[src/rtl/pe_pkg.sv]
// Shared PE definitions: IFPAD sequencer states, default field widths,
// the latched layer-row configuration and its validity rule.
package pe_pkg;

  localparam int ConfDWd  = 4;
  localparam int PConfDWd = 3;
  localparam int RowWd    = 6;

  typedef enum logic [2:0] {
    ST_IDLE   = 3'd0,
    ST_INIT   = 3'd1,
    ST_RUN    = 3'd2,
    ST_POP    = 3'd3,
    ST_NXTROW = 3'd4,
    ST_DONE   = 3'd5
  } IfSeqState;

  typedef struct packed {
    logic [ConfDWd-1:0]  iflen;
    logic [ConfDWd-1:0]  filtw;
    logic [ConfDWd-1:0]  stride;
    logic [PConfDWd-1:0] pch;
    logic [RowWd-1:0]    rows;
  } IfSeqCfg;

  // A row must hold at least one full window, and no field may be zero.
  function automatic logic cfg_valid(input IfSeqCfg c);
    return (c.iflen >= c.filtw) &&
           (c.iflen  != {ConfDWd{1'b0}}) &&
           (c.filtw  != {ConfDWd{1'b0}}) &&
           (c.stride != {ConfDWd{1'b0}}) &&
           (c.pch    != {PConfDWd{1'b0}}) &&
           (c.rows   != {RowWd{1'b0}});
  endfunction

endpackage

[src/rtl/ifpad_seq_cnt.sv]
// Clear/enable up-counter. o_tc flags that the next increment would pass i_tc,
// which covers both "last beat" (inc=1) and "last window" (inc=stride) tests.
module ifpad_seq_cnt #(
  parameter int Wd = 4
) (
  input  logic          i_clk,
  input  logic          i_rstn,
  input  logic          i_clr,
  input  logic          i_en,
  input  logic [Wd-1:0] i_inc,
  input  logic [Wd-1:0] i_tc,
  output logic          o_tc
);

  logic [Wd-1:0] r_cnt;
  logic [Wd:0]   w_nxt;

  assign w_nxt = {1'b0, r_cnt} + {1'b0, i_inc};
  assign o_tc  = (w_nxt > {1'b0, i_tc});

  // Count register; clear wins over enable.
  always_ff @(posedge i_clk or negedge i_rstn) begin
    if (!i_rstn) begin
      r_cnt <= {Wd{1'b0}};
    end else if (i_clr) begin
      r_cnt <= {Wd{1'b0}};
    end else if (i_en) begin
      r_cnt <= w_nxt[Wd-1:0];
    end else begin
      r_cnt <= r_cnt;
    end
  end

endmodule

[src/rtl/ifpad_seq.sv]
// IFPAD sequencer: slides a width-R window across each IF row and drives the pad's cont bundle.
// Define IFPAD_SEQ_PERF_EN to add the o_perf_stall saturating stall counter.
import pe_pkg::*;

module ifpad_seq #(
  parameter int ConfDWd  = pe_pkg::ConfDWd,
  parameter int PConfDWd = pe_pkg::PConfDWd,
  parameter int RowWd    = pe_pkg::RowWd
) (
  input  logic                i_clk,
  input  logic                i_rstn,
  input  logic                i_start,
  input  logic                i_abort,
  input  logic [ConfDWd-1:0]  i_cfg_iflen,
  input  logic [ConfDWd-1:0]  i_cfg_filtw,
  input  logic [ConfDWd-1:0]  i_cfg_stride,
  input  logic [PConfDWd-1:0] i_cfg_pch,
  input  logic [RowWd-1:0]    i_cfg_rows,
  input  logic                i_stall,
  input  logic                i_beat,
  output logic                o_busy,
  output logic                o_err,
  output logic [ConfDWd-1:0]  o_cont_IFLen,
  output logic [ConfDWd-1:0]  o_cont_PopU,
  output logic [PConfDWd-1:0] o_cont_Pch,
  output logic                o_cont_start,
  output logic                o_cont_reset,
  output logic                o_cont_pop,
  output logic                o_cont_nxtRow,
  output logic                o_cont_done,
  output logic                o_cont_stall
`ifdef IFPAD_SEQ_PERF_EN
  ,
  output logic [15:0]         o_perf_stall
`endif
);

  localparam int BeatWd = ConfDWd + PConfDWd;
  localparam int PosWd  = ConfDWd + 2;

  IfSeqState r_state;
  IfSeqCfg   r_cfg;
  IfSeqCfg   w_cfg_in;
  logic      r_busy, r_err, r_start, r_reset, r_pop, r_nxt, r_done, r_stall;
  logic      w_fire, w_win_done, w_beat_tc, w_pos_tc, w_row_tc;
  logic      w_beat_clr, w_pos_clr, w_row_clr;
  logic [BeatWd-1:0] w_win_beats_m1;

  assign w_cfg_in = '{iflen: i_cfg_iflen, filtw: i_cfg_filtw, stride: i_cfg_stride,
                      pch: i_cfg_pch, rows: i_cfg_rows};

  assign w_win_beats_m1 = ({{PConfDWd{1'b0}}, r_cfg.filtw} * {{ConfDWd{1'b0}}, r_cfg.pch})
                        - {{(BeatWd-1){1'b0}}, 1'b1};

  // A stalled beat is not a beat: it neither counts nor completes a window.
  assign w_fire     = (r_state == ST_RUN) && i_beat && !i_stall;
  assign w_win_done = w_fire && w_beat_tc;
  assign w_beat_clr = i_abort || (r_state != ST_RUN) || w_win_done;
  assign w_pos_clr  = i_abort || (r_state == ST_INIT) || (r_state == ST_NXTROW);
  assign w_row_clr  = i_abort || (r_state == ST_INIT);

  ifpad_seq_cnt #(.Wd(BeatWd)) u_beat (
    .i_clk (i_clk),
    .i_rstn(i_rstn),
    .i_clr (w_beat_clr),
    .i_en  (w_fire),
    .i_inc ({{(BeatWd-1){1'b0}}, 1'b1}),
    .i_tc  (w_win_beats_m1),
    .o_tc  (w_beat_tc)
  );

  // pos+stride > iflen-R is the last-window test, evaluated at ConfDWd+2 bits.
  ifpad_seq_cnt #(.Wd(PosWd)) u_pos (
    .i_clk (i_clk),
    .i_rstn(i_rstn),
    .i_clr (w_pos_clr),
    .i_en  (r_state == ST_POP),
    .i_inc ({2'b00, r_cfg.stride}),
    .i_tc  ({2'b00, r_cfg.iflen - r_cfg.filtw}),
    .o_tc  (w_pos_tc)
  );

  ifpad_seq_cnt #(.Wd(RowWd)) u_row (
    .i_clk (i_clk),
    .i_rstn(i_rstn),
    .i_clr (w_row_clr),
    .i_en  (r_state == ST_NXTROW),
    .i_inc ({{(RowWd-1){1'b0}}, 1'b1}),
    .i_tc  (r_cfg.rows - {{(RowWd-1){1'b0}}, 1'b1}),
    .o_tc  (w_row_tc)
  );

  // Sequencer FSM with registered control pulses and latched configuration.
  always_ff @(posedge i_clk or negedge i_rstn) begin
    if (!i_rstn) begin
      r_state <= ST_IDLE;
      r_cfg   <= {$bits(IfSeqCfg){1'b0}};
      r_busy  <= 1'b0;
      r_err   <= 1'b0;
      r_start <= 1'b0;
      r_reset <= 1'b0;
      r_pop   <= 1'b0;
      r_nxt   <= 1'b0;
      r_done  <= 1'b0;
      r_stall <= 1'b0;
    end else begin
      r_err   <= 1'b0;
      r_start <= 1'b0;
      r_reset <= 1'b0;
      r_pop   <= 1'b0;
      r_nxt   <= 1'b0;
      r_done  <= 1'b0;
      r_stall <= i_stall;
      if (i_abort) begin
        r_state <= ST_IDLE;
        r_reset <= 1'b1;
        r_busy  <= 1'b0;
      end else begin
        case (r_state)
          ST_IDLE: begin
            if (i_start && cfg_valid(w_cfg_in)) begin
              r_cfg   <= w_cfg_in;
              r_state <= ST_INIT;
              r_start <= 1'b1;
              r_reset <= 1'b1;
              r_busy  <= 1'b1;
            end else if (i_start) begin
              r_err <= 1'b1;
            end else begin
              r_state <= ST_IDLE;
            end
          end
          ST_INIT: r_state <= ST_RUN;
          ST_RUN: begin
            if (w_win_done && w_pos_tc) begin
              r_state <= ST_NXTROW;
              r_nxt   <= 1'b1;
            end else if (w_win_done) begin
              r_state <= ST_POP;
              r_pop   <= 1'b1;
            end else begin
              r_state <= ST_RUN;
            end
          end
          ST_POP: r_state <= ST_RUN;
          ST_NXTROW: begin
            if (w_row_tc) begin
              r_state <= ST_DONE;
              r_done  <= 1'b1;
            end else begin
              r_state <= ST_RUN;
            end
          end
          ST_DONE: begin
            r_state <= ST_IDLE;
            r_busy  <= 1'b0;
          end
          default: begin
            r_state <= ST_IDLE;
            r_busy  <= 1'b0;
          end
        endcase
      end
    end
  end

  assign o_busy        = r_busy;
  assign o_err         = r_err;
  assign o_cont_IFLen  = r_cfg.iflen;
  assign o_cont_PopU   = r_cfg.stride;
  assign o_cont_Pch    = r_cfg.pch;
  assign o_cont_start  = r_start;
  assign o_cont_reset  = r_reset;
  assign o_cont_pop    = r_pop;
  assign o_cont_nxtRow = r_nxt;
  assign o_cont_done   = r_done;
  assign o_cont_stall  = r_stall;

`ifdef IFPAD_SEQ_PERF_EN
  logic [15:0] r_perf_stall;

  // Saturating count of stalled RUN cycles; survives DONE until the next INIT.
  always_ff @(posedge i_clk or negedge i_rstn) begin
    if (!i_rstn) begin
      r_perf_stall <= 16'd0;
    end else if (i_abort || (r_state == ST_INIT)) begin
      r_perf_stall <= 16'd0;
    end else if ((r_state == ST_RUN) && i_stall && (r_perf_stall != 16'hFFFF)) begin
      r_perf_stall <= r_perf_stall + 16'd1;
    end else begin
      r_perf_stall <= r_perf_stall;
    end
  end

  assign o_perf_stall = r_perf_stall;
`endif

endmodule

[config.mk]
export PLATFORM = sky130hd
export DESIGN_NAME = ifpad_seq
export DESIGN_NICKNAME = d
export VERILOG_FILES = /design/src/rtl/pe_pkg.sv /design/src/rtl/ifpad_seq_cnt.sv /design/src/rtl/ifpad_seq.sv
export SDC_FILE = /design/constraint.sdc
export NUM_CORES = 1
export LEC_CHECK = 0
export ABC_CLOCK_PERIOD_IN_PS = 5660
export BUFFER_PORTS_ARGS = -buffer_cell sky130_fd_sc_hd__buf_2
export CORE_MARGIN = 4
export CORE_UTILIZATION = 53
export CTS_CLUSTER_DIAMETER = 80
export CTS_CLUSTER_SIZE = 25
export DETAILED_ROUTE_END_ITERATION = 6
export GPL_ROUTABILITY_DRIVEN = 0
export GPL_TIMING_DRIVEN = 0
export PLACE_DENSITY = 0.73
export SLEW_MARGIN = 20
export SYNTH_ARGS = -nofsm -noshare
export SYNTH_HDL_FRONTEND = slang
export SYNTH_HIERARCHICAL = 1
export SYNTH_SLANG_ARGS = --single-unit
export TNS_END_PERCENT = 50
[constraint.sdc]
create_clock -name i_clk -period 5.66 [get_ports i_clk]
set_input_delay 0.566 -clock i_clk [delete_from_list [all_inputs] [get_ports i_clk]]
set_output_delay 0.566 -clock i_clk [all_outputs]
set_load 0.01 [all_outputs]
=== Word-level counts from Yosys, hierarchy flattened ===
Cells that the tools add are included.

* Register bits after elaboration: 51
* Input bits: 27
* Output and inout port bits: 19
* Logic and storage cells: 99

* $add $sub $neg: 6
* Multiply operators: 1
* Order comparisons: 4
* Equal/unequal tests: 8
* Mux-type cells: 34
* Bitwise operators: 1
* Reduce and logical (&&, ||, !) cells: 28

{| class="wikitable"
|+ Operators by type and width
! cell !! number
|-
| 6-bit 2-to-1 mux || 4
|-
| 1-bit 2-to-1 mux || 21
|-
| 3-bit 2-to-1 mux || 5
|-
| 7-bit 2-to-1 mux || 2
|-
| 3-bit one-hot mux with 4 select lines || 1
|-
| 4-bit nonzero test || 3
|-
| 1-bit logical AND || 10
|-
| 7-bit by 1-bit adder with 8-bit output (second input constant) || 1
|-
| 8-bit by 7-bit greater-than comparator with 1-bit output || 1
|-
| 6-bit by 1-bit adder with 7-bit output (second input constant) || 1
|-
| 6-bit by 4-bit adder with 7-bit output || 1
|-
| 7-bit by 4-bit greater-than comparator with 1-bit output || 1
|-
| 7-bit by 6-bit greater-than comparator with 1-bit output || 1
|-
| 4-bit by 3-bit multiplier with 7-bit output || 1
|-
| 7-bit by 1-bit subtractor with 7-bit output (second input constant) || 1
|-
| 3-bit by 2-bit equality test with 1-bit output (second input constant) || 2
|-
| 2-bit nonzero test || 3
|-
| 6-bit nonzero test || 1
|-
| 6-bit by 1-bit subtractor with 6-bit output (second input constant) || 1
|-
| 4-bit >= comparator || 1
|-
| 1-bit logical OR || 4
|-
| 4-bit inequality test (second input constant) || 1
|-
| 4-bit OR reduction || 1
|-
| 4-bit subtractor || 1
|-
| other kinds (13) || 13
|}

=== Longest topological paths before layout ===
* Word-level depth: 10
* Gate-level depth with buffers: 22
* Depth with buffers taken out: 22

=== By module ===
Netlist, hierarchy kept.

{| class="wikitable"
|+ By module, submodules not included
! module !! times used !! cells each !! area an instance (µm²) !! sequential area each (µm²)
|-
| ifpad_seq || 1 || 204 || 2,179.6 || 800.8
|-
| ifpad_seq_cnt (u_pos ...) || 2 || 70 || 649.4 || 150.1
|-
| ifpad_seq_cnt (u_beat) || 1 || 96 || 813.3 || 175.2
|}

=== Worst setup path before layout ===
No wires, ideal clock.

* Path kind: reg-to-reg
* Start: register r_cfg, in the netlist o_cont_Pch[2]
* End: register u_beat.r_cnt[4]
* Setup time: 0.066 ns
* Arrival: 4.258 ns
* Required time: 5.594 ns
* Slack: 1.336 ns
* Cell stages (with the launch flop): 22
* Buffers on the path: 1
* Clock period less this slack: 4.324 ns
* Path through: dfrtp_1 > nand2_1 > ha_1 > fa_1 > inv_1 > ha_1 > a21o_1 > a21oi_1 > o21bai_1 > a21oi_1 > xnor2_1 > inv_1 > ha_1 > nand3_1 > nand2b_1 > a21oi_1 > or4_1 > nand3b_1 > nand3b_1 > buf_1 > nor4_1 > a221o_1

* Longest elaborated chain between the ends: 6
* Elaborated cells between the ends (all ways): 7
* Those cells by class: 1 x add/sub; 1 x mul; 1 x order compare; 1 x mux; 3 x reduce/logical

{| class="wikitable"
|+ RTL lines
! element !! line !! RTL
|-
| start: declaration || ifpad_seq.sv:42 || <nowiki>IfSeqCfg r_cfg;</nowiki>
|-
| start signal: assignment || ifpad_seq.sv:97 || <nowiki>r_cfg <= {$bits(IfSeqCfg){1'b0}};</nowiki>
|-
| start signal: assignment || ifpad_seq.sv:122 || <nowiki>r_cfg <= w_cfg_in;</nowiki>
|-
| 4-bit by 3-bit multiplier with 7-bit output (*) || ifpad_seq.sv:52 || <nowiki>assign w_win_beats_m1 = ({{PConfDWd{1'b0}}, r_cfg.filtw} * {{ConfDWd{1'b0}}, r_cfg.pch})</nowiki>
|-
| 7-bit by 1-bit subtractor with 7-bit output (*) || ifpad_seq.sv:53 || <nowiki>- {{(BeatWd-1){1'b0}}, 1'b1};</nowiki>
|-
| net w_win_beats_m1[6] || ifpad_seq.sv:47 || <nowiki>logic [BeatWd-1:0] w_win_beats_m1;</nowiki>
|-
| 8-bit by 7-bit greater-than comparator with 1-bit output (*) || ifpad_seq_cnt.sv:19 || <nowiki>assign o_tc = (w_nxt > {1'b0, i_tc});</nowiki>
|-
| net w_beat_tc || ifpad_seq.sv:45 || <nowiki>logic w_fire, w_win_done, w_beat_tc, w_pos_tc, w_row_tc;</nowiki>
|-
| 1-bit logical AND (*) || ifpad_seq.sv:57 || <nowiki>assign w_win_done = w_fire && w_beat_tc;</nowiki>
|-
| 1-bit logical OR (*) || ifpad_seq.sv:58 || <nowiki>assign w_beat_clr = i_abort || (r_state != ST_RUN) || w_win_done;</nowiki>
|-
| net w_beat_clr || ifpad_seq.sv:46 || <nowiki>logic w_beat_clr, w_pos_clr, w_row_clr;</nowiki>
|-
| 7-bit 2-to-1 mux or 2-bit nonzero test (tied branches) || -- ||
|-
| end signal: assignment || ifpad_seq_cnt.sv:24 || <nowiki>r_cnt <= {Wd{1'b0}};</nowiki>
|-
| end signal: assignment || ifpad_seq_cnt.sv:26 || <nowiki>r_cnt <= {Wd{1'b0}};</nowiki>
|-
| end signal: assignment || ifpad_seq_cnt.sv:28 || <nowiki>r_cnt <= w_nxt[Wd-1:0];</nowiki>
|-
| end: declaration || ifpad_seq_cnt.sv:15 || <nowiki>logic [Wd-1:0] r_cnt;</nowiki>
|}

Mark *: on every way through the listed nets, which the timed path passes. The rest lies on a longest branch.
A chain may end at the register's enable or synchronous reset.

=== Worst setup path in the final report ===
* Start: register r_cfg, in the netlist o_cont_Pch[1]
* End: register u_beat.r_cnt[4]

The elaborated chain is that of the path after synthesis.

==> reports/results.ini <==
[outcome]
status=completed

[clock_network]
cts_sinks=51
postCtsResizedCells=0
root_buffer=clkbuf_8
h-tree-depth=2
cts_setup_buffers=0
cts_tree=done
cts.clk_slew.worst_paths_ns=0.11
clk_latency_ns=0.31
cts_made_buffers=5
clockBufferDepth=2
ctsHoldBuffers=0

[layout]
register_area_um2=1276
antenna_cells=0
nFillCells=697
layout-drive-gt1-share=0.1941
fin_nets=600
final_common_cell=ha_1
multi_input_comb_area_um2=2684
layout_common_cells=ha_1 (57), dfrtp_1 (51), inv_1 (50), buf_2 (45), nor2_1 (34)
areaGrowthSynthToFinish_pct=11.75

[route]
final_antenna_net_count=0
drtIter0Drc=107
wl_per_cell_um=13.95
totalWireLength_um=8539
vias=3320
via_per_inst=5.425
firstDrtPassIters=4
post-route-drc-count=0

[timing]
maxSlewViolCount=0
fin_crit_sh=0.8579
rsz0062_at_grt=no
max_freq_ghz=0.2059
worstMarginPinSlew_ns=0.6762
tns_ns=0
final-hold-violation-count=0
skew_ns=0.01405
relSlewSlack=0.5450
period_needed_ns=4.856
setup_viol=0

[floorplan]
core_area_um2=7807
die_w_um=97.99
pin_count=46
rows=32
start_util=0.5497
dieArea_um2=9601
fp.dieH_um=97.99

[synthesis]
synth-seq-area-share=0.2974
synthFlopType=dfrtp_1
synth_cell_types=54
netlist_area_um2=4292
ys_ff_latch=51
synth_cells=440
synth_top_cell_by_area=dfrtp_1
avgSynthCellArea_um2=9.754
postSynth.asyncResetShare=1.000
yosysWarnings=6
synth-edff-count=0
synth_area_leaders=dfrtp_1 (30%), ha_1 (17%), mux2_4 (4.9%), inv_1 (4.4%), fa_1 (3.3%)
synth_top_area_share=0.2974

[critical_path]
path_class=flop to flop
r2r_end=u_beat/r_cnt[4]
rr_startpoint=o_cont_Pch[1]
worst-r2r-cell-count=21
cp-start-kind=flop
cp_max_fo=10
arrival_ns=5.10
crit_required_ns=5.91
cp-end-kind=flop
ff2ff_setup_slack_ns=0.80

[flow_run]
drv_cap=0

[power]
p_leak_uw=0.002578
powerDensity_nw_per_um2=415.8
p_total_uw=1994
irDropWorstVdd_v=0.0002131

[placement]
place_hpwl_um=6859
port_buffers=45

[global_route]
grt_pass1_wl_um=15130
grt_max_degree=52
grt_pass1_vias=3371
gr-total-overflow=0
antenna_found_initial=0
grt.total_usage=0.1885

[hold_path]
holdCritPathClass=input port to async pin

Yosys cell counts, types with 3 or more instances:
| cell type | count |
|---|---|
| ha_1 | 57 |
| dfrtp_1 | 51 |
| inv_1 | 50 |
| nor2_1 | 34 |
| nand2_1 | 29 |
| a21oi_1 | 17 |
| xnor2_1 | 15 |
| mux2_4 | 14 |
| buf_4 | 11 |
| a21o_1 | 10 |
| and3_1 | 10 |
| nor3_1 | 10 |
| a221o_1 | 9 |
| mux2i_1 | 9 |
| nor4_1 | 8 |
| fa_1 | 7 |
| o21ai_0 | 7 |
| a211oi_1 | 6 |
| nand3_1 | 6 |
| o21a_1 | 6 |
| xor2_1 | 6 |
| buf_6 | 5 |
| nand2b_1 | 5 |
| mux2_2 | 4 |
| o41ai_1 | 4 |
| a211o_1 | 3 |
| nand4_1 | 3 |
| nor3b_1 | 3 |
| o211ai_1 | 3 |
| or4_1 | 3 |
worst max-delay path, stage by stage, from the launching register on:
cell and delay [ns]:
dfrtp_1 0.47, nand2_1 0.09, ha_1 0.30, fa_1 0.54
inv_1 0.07, ha_1 0.30, a21o_1 0.15, a21oi_1 0.23
o21bai_1 0.09, a21oi_1 0.17, xnor2_1 0.14, inv_1 0.06
ha_1 0.33, nand3_1 0.12, nand2b_1 0.11, a21oi_1 0.04
or4_1 0.54, nand3b_1 0.16, nand3b_1 0.16, buf_1 0.27
nor4_1 0.32, a221o_1 0.15
how the worst max path moves through the flow:
stage                            to     startpoint  cells past startpoint
floorplan           u_beat/r_cnt[4]  o_cont_Pch[2]                     21
global placement    u_beat/r_cnt[4]  o_cont_Pch[2]                     21
detailed placement  u_beat/r_cnt[5]  o_cont_Pch[2]                     21
CTS                 u_beat/r_cnt[3]  o_cont_Pch[2]                     20
global route        u_beat/r_cnt[4]  o_cont_Pch[2]                     21
finish              u_beat/r_cnt[4]  o_cont_Pch[1]                     21
logic make-up (layout without fill, tap and decap cells):
| logic type | after synthesis | after routing | share of synthesized area |
|---|---|---|---|
| simple gates | 129 | 129 | 0.1609 |
| buf+inv | 74 | 127 | 0.09213 |
| compound gates | 72 | 72 | 0.1257 |
| fa+ha+maj | 64 | 64 | 0.1988 |
| flops | 51 | 51 | 0.2974 |
| mux | 27 | 27 | 0.08047 |
| xor+xnor | 21 | 21 | 0.04286 |
| other cells | 2 | 19 | 0.001750 |
per-stage QoR:
stage                     utilization  hold slack, ns  cell area [um2]  instances  worst slack (ns)
after floorplan                     -          0.2704             4355        457             1.336
after global placement         0.6030          0.4626             4708        604            0.9861
after detailed placement       0.6034          0.4751             4711        604            0.8711
after CTS                      0.6143          0.3141             4796        612            0.8351
after global routing           0.6143          0.3398             4796        612            0.4634
final                          0.6143          0.2827             4796        612            0.8044
layout make-up:
class	instances	share of cell area
inverters	52	0.04174
clock inverters	2	0.002609
clock buffers	6	0.01513
well taps	102	0.02661
repair buffers	45	0.04748
plain buffers	22	0.04070
multi-input cells	332	0.5596
flip-flops and latches	51	0.2661
per-layer routing:
layer  vias to the layer above  routed length (um)  track usage
met4                         0                  73      0.04047
met1                      1602                4070       0.2534
met2                        50                4114       0.3241
met3                         7                 281      0.02643
met5                         -                   0            0
li1                       1661                   -            -
power breakdown:
group          total, uW  internal, uW  switching, uW
clock                217          86.9            130
sequential           507           429           78.1
combinational       1270           623            648
registers in the layout, summed over array words and instances, names as in the netlist:
name / count
o_cont_nxtRow: 1
r_cfg: 10
o_cont_start: 1
u_pos/r_cnt: 6
u_beat/r_cnt: 7
o_cont_stall: 1
o_cont_PopU: 4
o_cont_reset: 1
o_cont_done: 1
o_cont_IFLen: 4
o_cont_pop: 1
o_err: 1
u_row/r_cnt: 6
r_state: 3
o_cont_Pch: 3
o_busy: 1
Note: power is estimated with default switching activity, not from simulation.
